### src/rtl/q_8_9_datapath.sv
// rtl/q_8_9_datapath.sv - register datapath (A, E, F) for the q_8_9 controller
// Adds a saturating incr-cycle counter, a done pulse on F rising, and a sticky strobe-conflict flag.
module q_8_9_datapath #(
  parameter int A_WIDTH   = 4,
  parameter int CNT_WIDTH = 8
) (
  input  logic                 clk,
  input  logic                 rst,
  input  logic                 clr_A_F,
  input  logic                 incr_A,
  input  logic                 clr_E,
  input  logic                 set_E,
  input  logic                 set_F,
  output logic [A_WIDTH-1:0]   A,
  output logic                 A3,
  output logic                 A2,
  output logic                 E,
  output logic                 F,
  output logic [CNT_WIDTH-1:0] incr_count,
  output logic                 done,
  output logic                 err
);

  localparam logic [CNT_WIDTH-1:0] CNT_MAX = '1;

  logic [A_WIDTH-1:0]   a_next;
  logic                 e_next;
  logic                 f_next;
  logic [CNT_WIDTH-1:0] cnt_next;
  logic                 conflict;

  always_comb begin
    a_next   = A;
    e_next   = E;
    f_next   = F;
    cnt_next = incr_count;

    if (clr_A_F) begin
      a_next   = '0;
      cnt_next = '0;
    end else if (incr_A) begin
      a_next = A + 1'b1;
      if (incr_count != CNT_MAX) cnt_next = incr_count + 1'b1;
    end

    // Simultaneous set_E and clr_E leaves E untouched.
    if (set_E && !clr_E)      e_next = 1'b1;
    else if (clr_E && !set_E) e_next = 1'b0;

    if (clr_A_F)    f_next = 1'b0;
    else if (set_F) f_next = 1'b1;

    conflict = (set_E && clr_E) || (clr_A_F && set_F);
  end

  always_ff @(posedge clk) begin
    if (rst) begin
      A          <= '0;
      E          <= 1'b0;
      F          <= 1'b0;
      incr_count <= '0;
      done       <= 1'b0;
      err        <= 1'b0;
    end else begin
      A          <= a_next;
      E          <= e_next;
      F          <= f_next;
      incr_count <= cnt_next;
      // Pulse coincides with the first cycle F reads 1.
      done       <= !F && f_next;
      err        <= err || conflict;
    end
  end

  assign A3 = A[3];
  assign A2 = A[2];

endmodule

### config.mk
export PLATFORM = sky130hd
export DESIGN_NAME = q_8_9_datapath
export DESIGN_NICKNAME = d
export VERILOG_FILES = /design/src/rtl/q_8_9_datapath.sv
export SDC_FILE = /design/constraint.sdc
export NUM_CORES = 1
export LEC_CHECK = 0
export CAP_MARGIN = 5
export CORE_MARGIN = 2
export CORE_UTILIZATION = 31
export CTS_BUF_LIST = sky130_fd_sc_hd__clkbuf_8 sky130_fd_sc_hd__clkbuf_16
export DETAILED_ROUTE_END_ITERATION = 10
export GPL_ROUTABILITY_DRIVEN = 0
export GPL_TIMING_DRIVEN = 0
export PLACE_DENSITY_LB_ADDON = 0.05
export SLEW_MARGIN = 10
export SYNTH_ARGS = -nofsm -noshare
export SYNTH_HDL_FRONTEND = slang
export SYNTH_SLANG_ARGS = --single-unit
### constraint.sdc
create_clock -name clk -period 1.7 [get_ports clk]
set_clock_uncertainty 0.2 [all_clocks]
set_input_delay 0.255 -clock clk [delete_from_list [all_inputs] [get_ports clk]]
set_output_delay 0.255 -clock clk [all_outputs]
set_load 0.02 [all_outputs]
==> flow_summary.html, run 1 <==
<table>
<tr><th>Metric</th><th>Value</th></tr>
<tr><th colspan="2">Logic synthesis</th></tr>
<tr><td>Average size of a mapped cell</td><td>9.44 µm²</td></tr>
<tr><td>Cell type with the highest aggregate area in the netlist</td><td>dfxtp_1</td></tr>
<tr><td>Portion of synthesized cell area occupied by the leading cell type</td><td>0.419</td></tr>
<tr><td>Cell count after synthesis</td><td>81</td></tr>
<tr><td>Total of warnings raised by yosys</td><td>0</td></tr>
<tr><td>Count of different cell masters after synthesis</td><td>28</td></tr>
<tr><td>Dominant cells by area after synthesis</td><td>dfxtp_1, ha_1, mux2i_1, nor2_1, nand2_1</td></tr>
<tr><td>Syn_nets</td><td>92</td></tr>
<tr><td>Cell Area, Synth</td><td>764 µm²</td></tr>
<tr><td>Post-synthesis register bit count</td><td>16</td></tr>
<tr><td>Share of the yosys chip area belonging to registers</td><td>0.419</td></tr>
<tr><th colspan="2">Die</th></tr>
<tr><td>Die area</td><td>2880 µm²</td></tr>
<tr><td>Y dimension of the die</td><td>53.7 µm</td></tr>
<tr><td>Die boundary width</td><td>53.7 µm</td></tr>
<tr><td>Number of standard-cell rows in the floorplan</td><td>17</td></tr>
<tr><td>IO Pins</td><td>25</td></tr>
<tr><td>Initial standard-cell utilization of the core</td><td>0.336</td></tr>
<tr><td>Area inside the core boundary</td><td>2280 µm²</td></tr>
<tr><th colspan="2">Placement</th></tr>
<tr><td>Placed wire-length estimate after detailed placement</td><td>1190 µm</td></tr>
<tr><td># port buffers</td><td>23</td></tr>
<tr><th colspan="2">Clock network</th></tr>
<tr><td>Largest buffer count on any clock path</td><td>2</td></tr>
<tr><td>Root buffer selected by CTS</td><td>clkbuf_8</td></tr>
<tr><td>Sinks on Clock Net</td><td>16</td></tr>
<tr><td>Clock latency on the worst-skew pair</td><td>0.25 ns</td></tr>
<tr><td>Clock tree from TritonCTS</td><td>built</td></tr>
<tr><td>Number of buffers inserted by post-CTS setup repair</td><td>0</td></tr>
<tr><td>Clock transition at the registers of the reported paths</td><td>0.06 ns</td></tr>
<tr><td>CTS Buf Count</td><td>3</td></tr>
<tr><td>H-tree levels</td><td>1</td></tr>
<tr><th colspan="2">Route</th></tr>
<tr><td>Detailed-route DRC error count</td><td>0</td></tr>
<tr><td>Total number of vias</td><td>690</td></tr>
<tr><td>Post-detailed-route via-to-cell ratio</td><td>5.07</td></tr>
<tr><td>Initial detailed-routing violation count</td><td>5</td></tr>
<tr><td>Wire length after detailed routing</td><td>1620 µm</td></tr>
<tr><td>Count of nets left with antenna violations after detail routing</td><td>0</td></tr>
<tr><td>Detailed-router iteration count before antenna repair</td><td>3</td></tr>
<tr><td>Routed WL per cell</td><td>11.9 µm</td></tr>
<tr><th colspan="2">Finish</th></tr>
<tr><td>Final net count</td><td>120</td></tr>
<tr><td>FILL cells</td><td>232</td></tr>
<tr><td>Layout overhead on the synthesized area</td><td>40.9%</td></tr>
<tr><td>Utilization after layout</td><td>0.473</td></tr>
<tr><td>Share of cells above drive strength 1</td><td>0.120</td></tr>
<tr><td>Number of diodes added for antenna fixing</td><td>0</td></tr>
<tr><td>Reg area</td><td>320 µm²</td></tr>
<tr><td>Footprint of the multi-input gates</td><td>407 µm²</td></tr>
<tr><th colspan="2">Timing</th></tr>
<tr><td>Setup repair after global routing missed its margin</td><td>false</td></tr>
<tr><td>Worst slew pin tran</td><td>0.403 ns</td></tr>
<tr><td>Maximum operating frequency</td><td>610 MHz</td></tr>
<tr><td>Final Max Slew Viols</td><td>0</td></tr>
<tr><td>Final count of hold timing violations</td><td>0</td></tr>
<tr><td>Total setup violations reported at the end of the flow</td><td>0</td></tr>
<tr><td>Final period util</td><td>0.965</td></tr>
<tr><td>Hold Worst Slack</td><td>0.136 ns</td></tr>
<tr><td>Max-Slew Margin vs Limit</td><td>0.731</td></tr>
<tr><td>Min Tclk post-route</td><td>1.64 ns</td></tr>
<tr><th colspan="2">Power</th></tr>
<tr><td>Maximum vdd ir drop</td><td>0.389 mV</td></tr>
<tr><td>Pleak</td><td>0.000521 µW</td></tr>
<tr><td>Power Density</td><td>753 nW/µm²</td></tr>
<tr><th colspan="2">GRT</th></tr>
<tr><td>Number of global-route vias before repair</td><td>647</td></tr>
<tr><td>First-pass GRT wire length</td><td>2840 µm</td></tr>
<tr><td>Sum of overflow across all layers after global routing</td><td>0</td></tr>
<tr><td>Antenna violations before repair</td><td>0</td></tr>
<tr><td>Largest net degree at the start of global routing</td><td>11</td></tr>
<tr><td>GRT Total Usage</td><td>0.138</td></tr>
<tr><th colspan="2">Worst hold path</th></tr>
<tr><td>Start point of the worst hold path</td><td>incr_A</td></tr>
<tr><td>Worst hold path endpoint</td><td>A[0]</td></tr>
<tr><td>Number of cells on the worst hold path</td><td>3</td></tr>
<tr><td>Class of the worst hold path</td><td>input port to flop</td></tr>
<tr><th colspan="2">Setup path</th></tr>
<tr><td>Capture instance of the worst register-to-register path</td><td>incr_count[3]</td></tr>
<tr><td>Element type at the critical path end</td><td>primary output</td></tr>
<tr><td>Sum of buffers and inverters on the critical path</td><td>1</td></tr>
<tr><td>Data arrival time of the critical path</td><td>1.18 ns</td></tr>
<tr><td>R2R depth</td><td>4</td></tr>
<tr><td>Path type of the worst setup path</td><td>flop to primary output</td></tr>
<tr><td>Slack of the worst reg-to-reg path</td><td>0.10 ns</td></tr>
<tr><td>Reg2Reg Launch Point</td><td>incr_count[0]</td></tr>
<tr><td>Sequence of cells on the critical path</td><td>clkdlybuf4s50_1</td></tr>
<tr><td>Biggest cell delay along the critical path</td><td>0.61 ns</td></tr>
<tr><td>Sort of element at the start of the critical path</td><td>flop</td></tr>
<tr><td>Slowest cell on the critical path</td><td>clkdlybuf4s50_1</td></tr>
<tr><td>Critical path's top delay family</td><td>buffers and inverters</td></tr>
<tr><td>Maximum fanout encountered on the critical timing path</td><td>2</td></tr>
<tr><td>Required time of the critical path</td><td>1.24 ns</td></tr>
<tr><th colspan="2">Job</th></tr>
<tr><td>Maximum capacitance violations</td><td>0</td></tr>
<tr><th colspan="2">Status</th></tr>
<tr><td>Run status</td><td>complete, no violations</td></tr>
</table>
-- registers in the layout (all words and copies together) (netlist names) --
register,cells
incr_count,8
A,4
E,1
F,1
done,1
err,1
-- Yosys cell counts (all sizes together) --
| cell type | n |
|---|---|
| dfxtp | 16 |
| nor2 | 9 |
| nand2 | 8 |
| mux2i | 5 |
| buf | 4 |
| ha | 4 |
| a211oi | 3 |
| and3 | 3 |
| and4 | 3 |
| nand4 | 3 |
| o21ai | 3 |
| a21oi | 2 |
| a31oi | 2 |
| inv | 2 |
| nor3b | 2 |
| or3 | 2 |
| xor2 | 2 |
| a2111o | 1 |
| a21boi | 1 |
| and2 | 1 |
| nor2b | 1 |
| nor3 | 1 |
| nor4 | 1 |
| or2 | 1 |
| xnor2 | 1 |
-- cell families (layout without fill, tap and decap cells) --
logic type               count (synthesis)  after routing  synth area share
flip-flops                              16             16             0.419
XOR/XNOR                                 3              3            0.0344
adder cells (fa/ha/maj)                  4              4            0.0655
multiplexers                             5              5            0.0655
buffers and inverters                    6             33            0.0540
AO/OA/AOI/OAI                           12             12             0.108
AND/OR/NAND/NOR                         35             35             0.254
-- layer usage --
layer  up-vias  GRT usage  share of wire
met5         -          0              0
met4         0     0.0940         0.0099
met3         2     0.0361          0.053
met2        16      0.193           0.43
met1       324      0.184           0.51
li1        348          -              -
-- report_power, final --
part | leakage, µW | switching (µW) | internal [µW]
logic | 0.000362 | 37.5 | 40.3
clock network | 0.0000288 | 138 | 205
registers | 0.000130 | 6.63 | 383
-- worst max path at each step --
stage             startpoint            end  depth (start not counted)
3_5_place_dp             rst  incr_count[3]                          5
4_1_cts                 A[3]             A3                          1
3_3_place_gp             rst  incr_count[3]                          5
6_report                   E              E                          1
5_1_grt                    E              E                          1
2_1_floorplan  incr_count[0]  incr_count[3]                          4
-- area by class of cell --
type | instances | share of cell area
Buffer | 4 | 0.0314
Clock buffer | 4 | 0.0511
Inverter | 2 | 0.00697
Multi-Input combinational cell | 59 | 0.377
Sequential cell | 16 | 0.297
Tap cell | 28 | 0.0325
Timing Repair Buffer | 23 | 0.203
-- worst min-delay path: cells and delay by family --
kind                      cells  cell delay, ns
xor gates and xnor gates      1            0.08
buffers and inverters         1            0.14
and+or+nand+nor               1            0.07
-- cell usage in the layout, fill, tap and decap left out, types with 2 or more instances in the layout --
cell type        instances
a31oi_1                  2
ha_1                     4
o21ai_0                  2
inv_1                    2
and4_1                   3
nand2_1                  8
or3_2                    2
nor2_1                   9
a21oi_1                  2
buf_4                    3
clkdlybuf4s50_1          8
dlygate4sd2_1           13
xor2_1                   2
mux2i_1                  5
clkbuf_8                 4
nor3b_1                  2
dfxtp_1                 16
nand4_1                  2
dlymetal6s2s_1           2
a211oi_1                 3
and3_1                   3
-- per-stage QoR --
step / instances / TNS, ns / cell area, µm² / power (µW) / setup WS, ns
after global placement: 132 / -0.129 / 1030 / 479 / -0.129
after detailed placement: 132 / -0.129 / 1030 / 480 / -0.129
after global routing: 136 / 0 / 1080 / 848 / 0.0137
final: 136 / 0 / 1080 / 812 / 0.0603
after CTS: 136 / 0 / 1070 / 823 / 0.0129
after floorplan: 81 / 0 / 764 / 441 / 0.123
-- timing repair --
item / 4_1_cts / 5_1_grt
cloned: 0 / 0
endpoints found under the setup margin: 13 / 3
resized for setup: 13 / 3
hold buffers: 0 / 0
Note: power is estimated with default switching activity, not from simulation.
==> run 2, diff against run 1 <==
==> constraint.sdc (replaced) <==
create_clock -name clk -period 1.7 [get_ports clk]
set_clock_uncertainty 0.2 [all_clocks]
set_input_delay 0.17 -clock clk [delete_from_list [all_inputs] [get_ports clk]]
set_output_delay 0.17 -clock clk [all_outputs]
set_load 0.02 [all_outputs]
==> flow_summary.html, run 2 (synthesized netlist as in run 1, its figures left out) <==
<table>
<tr><th>Metric</th><th>Value</th></tr>
<tr><th colspan="2">Setup path</th></tr>
<tr><td>Critical path's top delay family</td><td>buffers and inverters</td></tr>
<tr><td>Sort of element at the start of the critical path</td><td>flop</td></tr>
<tr><td>Biggest cell delay along the critical path</td><td>0.63 ns (+0.02 ns)</td></tr>
<tr><td>Cell count along the critical path</td><td>1 (unchanged)</td></tr>
<tr><td>Element type at the critical path end</td><td>primary output</td></tr>
<tr><td>Data arrival time of the critical path</td><td>1.27 ns (+0.09 ns)</td></tr>
<tr><td>Timing endpoint of the critical path</td><td>incr_count[1]</td></tr>
<tr><td>Slowest cell on the critical path</td><td>clkdlybuf4s50_1</td></tr>
<tr><td>Slack of the worst reg-to-reg path</td><td>0.10 ns (about the same)</td></tr>
<tr><td>Path type of the worst setup path</td><td>flop to primary output</td></tr>
<tr><td>Sum of buffers and inverters on the critical path</td><td>1 (unchanged)</td></tr>
<tr><td>R2R depth</td><td>4 (unchanged)</td></tr>
<tr><td>Required time of the critical path</td><td>1.33 ns (+0.09 ns)</td></tr>
<tr><td>Startpoint of the worst setup timing path</td><td>incr_count[1]</td></tr>
<tr><td>Maximum fanout encountered on the critical timing path</td><td>4 (+2)</td></tr>
<tr><td>Sequence of cells on the critical path</td><td>clkdlybuf4s50_1</td></tr>
<tr><td>Capture instance of the worst register-to-register path</td><td>incr_count[3]</td></tr>
<tr><td>Reg2Reg Launch Point</td><td>incr_count[0]</td></tr>
<tr><th colspan="2">Die</th></tr>
<tr><td>Number of standard-cell rows in the floorplan</td><td>17 (unchanged)</td></tr>
<tr><td>IO Pins</td><td>25 (unchanged)</td></tr>
<tr><td>Area inside the core boundary</td><td>2280 µm² (unchanged)</td></tr>
<tr><td>Y dimension of the die</td><td>53.7 µm (unchanged)</td></tr>
<tr><td>Die area</td><td>2880 µm² (unchanged)</td></tr>
<tr><td>Initial standard-cell utilization of the core</td><td>0.336 (unchanged)</td></tr>
<tr><td>Die boundary width</td><td>53.7 µm (unchanged)</td></tr>
<tr><th colspan="2">GRT</th></tr>
<tr><td>Largest net degree at the start of global routing</td><td>11 (unchanged)</td></tr>
<tr><td>First-pass GRT wire length</td><td>2830 µm (-0.46%)</td></tr>
<tr><td>Number of global-route vias before repair</td><td>643 (-0.62%)</td></tr>
<tr><td>Antenna violations before repair</td><td>0 (unchanged)</td></tr>
<tr><td>GRT Total Usage</td><td>0.138 (-0.000581)</td></tr>
<tr><td>Sum of overflow across all layers after global routing</td><td>0 (unchanged)</td></tr>
<tr><th colspan="2">Timing</th></tr>
<tr><td>Hold Worst Slack</td><td>0.0518 ns (-0.0841 ns)</td></tr>
<tr><td>Worst slew pin tran</td><td>0.399 ns (-0.00385 ns)</td></tr>
<tr><td>Final count of hold timing violations</td><td>0 (unchanged)</td></tr>
<tr><td>Total setup violations reported at the end of the flow</td><td>0 (unchanged)</td></tr>
<tr><td>Final period util</td><td>0.966 (+0.00113)</td></tr>
<tr><td>Min Tclk post-route</td><td>1.64 ns (+0.00192 ns)</td></tr>
<tr><td>Final Max Slew Viols</td><td>0 (unchanged)</td></tr>
<tr><td>Maximum operating frequency</td><td>609 MHz (-0.12%)</td></tr>
<tr><td>Setup repair after global routing missed its margin</td><td>false</td></tr>
<tr><td>Max-Slew Margin vs Limit</td><td>0.733 (+0.00258)</td></tr>
<tr><th colspan="2">Route</th></tr>
<tr><td>Initial detailed-routing violation count</td><td>5 (unchanged)</td></tr>
<tr><td>Routed WL per cell</td><td>12.0 µm (+0.99%)</td></tr>
<tr><td>Total number of vias</td><td>692 (+0.29%)</td></tr>
<tr><td>Wire length after detailed routing</td><td>1640 µm (+0.99%)</td></tr>
<tr><td>Count of nets left with antenna violations after detail routing</td><td>0 (unchanged)</td></tr>
<tr><td>Post-detailed-route via-to-cell ratio</td><td>5.09 (+0.29%)</td></tr>
<tr><td>Detailed-router iteration count before antenna repair</td><td>3 (unchanged)</td></tr>
<tr><td>Detailed-route DRC error count</td><td>0 (unchanged)</td></tr>
<tr><th colspan="2">Finish</th></tr>
<tr><td>Final net count</td><td>120 (unchanged)</td></tr>
<tr><td>Number of diodes added for antenna fixing</td><td>0 (unchanged)</td></tr>
<tr><td>Highest-count cells in the layout ignoring fill and taps</td><td>dfxtp_1, clkdlybuf4s50_1, nor2_1, nand2_1</td></tr>
<tr><td>Share of cells above drive strength 1</td><td>0.120 (unchanged)</td></tr>
<tr><td>Leading cell type in the layout, fill and taps excluded</td><td>dfxtp_1</td></tr>
<tr><td>Number of non-filler instances in the completed layout</td><td>136 (unchanged)</td></tr>
<tr><td>Top flop regs</td><td>incr_count: 8 flops, A: 4 flops</td></tr>
<tr><td>Utilization after layout</td><td>0.481 (+0.00770)</td></tr>
<tr><td>Register with the most flip-flops</td><td>incr_count</td></tr>
<tr><td>Layout overhead on the synthesized area</td><td>43.2%</td></tr>
<tr><td>Flip-flop count of the largest register after layout</td><td>8 (unchanged)</td></tr>
<tr><th colspan="2">Worst hold path</th></tr>
<tr><td>Class of the worst hold path</td><td>input port to flop</td></tr>
<tr><th colspan="2">Status</th></tr>
<tr><td>Run status</td><td>complete, no violations</td></tr>
<tr><th colspan="2">Placement</th></tr>
<tr><td>Placed wire-length estimate after detailed placement</td><td>1190 µm (unchanged)</td></tr>
<tr><td>Placed Instances</td><td>132 (unchanged)</td></tr>
<tr><td># port buffers</td><td>23 (unchanged)</td></tr>
<tr><th colspan="2">Clock network</th></tr>
<tr><td>Clock latency on the worst-skew pair</td><td>0.25 ns (about the same)</td></tr>
<tr><td>Number of buffers added to fix hold violations after cts</td><td>0 (unchanged)</td></tr>
<tr><td>H-tree levels</td><td>1 (unchanged)</td></tr>
<tr><td>Sinks on Clock Net</td><td>16 (unchanged)</td></tr>
<tr><td>Number of buffers inserted by post-CTS setup repair</td><td>0 (unchanged)</td></tr>
<tr><td>CTS Buf Count</td><td>3 (unchanged)</td></tr>
<tr><td>Clock tree from TritonCTS</td><td>built</td></tr>
<tr><td>Root buffer selected by CTS</td><td>clkbuf_8</td></tr>
<tr><td>Clock transition at the registers of the reported paths</td><td>0.07 ns (about the same)</td></tr>
<tr><td>Largest buffer count on any clock path</td><td>2 (unchanged)</td></tr>
<tr><th colspan="2">Power</th></tr>
<tr><td>Maximum vdd ir drop</td><td>0.385 mV (-1.1%)</td></tr>
<tr><td>Total power</td><td>814 µW (+0.31%)</td></tr>
<tr><td>Pleak</td><td>0.000538 µW (+3.3%)</td></tr>
<tr><td>Power Density</td><td>744 nW/µm² (-1.3%)</td></tr>
<tr><th colspan="2">Job</th></tr>
<tr><td>Maximum capacitance violations</td><td>0 (unchanged)</td></tr>
</table>
## run 2: report_power, final
part	total [µW]	switching, µW	internal (µW)
logic	80.0	37.7	42.3
clock network	344	139	205
registers	390	6.66	383
total	814	183	631
## run 2: layout make-up
type	count	area [µm²]
timing repair buffer	23	236
tap	28	35.0
fill	228	1180
inverter	2	7.51
clock buffer	4	55.1
sequential	16	320
multi-input combinational	59	407
buffer	4	33.8
## run 2: per-layer routing
layer / GRT usage / part of all wire
met2: 0.191 / 0.43
met5: 0 / 0
met3: 0.0361 / 0.056
met4: 0.0940 / 0.0098
met1: 0.184 / 0.51
## run 2: worst min path at each step
stage                     startpoint   end  slack [ns]  cells past startpoint
final                         incr_A  A[0]        0.05                      3
after global routing          incr_A  A[1]        0.07                      3
after CTS                     incr_A  A[0]        0.05                      3
after detailed placement           F  done        0.25                      1
after global placement             F  done        0.24                      1
after floorplan                  rst     E        0.04                      1
## run 2: what timing repair did
| item | CTS | global route |
|---|---|---|
| resized for setup | 5 | 6 |
| cloned | 0 | 0 |
| setup endpoints to repair | 5 | 6 |
## run 2: per-stage QoR
step	setup WS [ns]	area, µm²	setup TNS [ns]
after CTS	0.00671	1080	0
after global routing	0.00352	1090	0
final	0.0583	1090	0
after detailed placement	-0.0444	1030	-0.0444
after global placement	-0.0437	1030	-0.0437
after floorplan	0.123	764	0
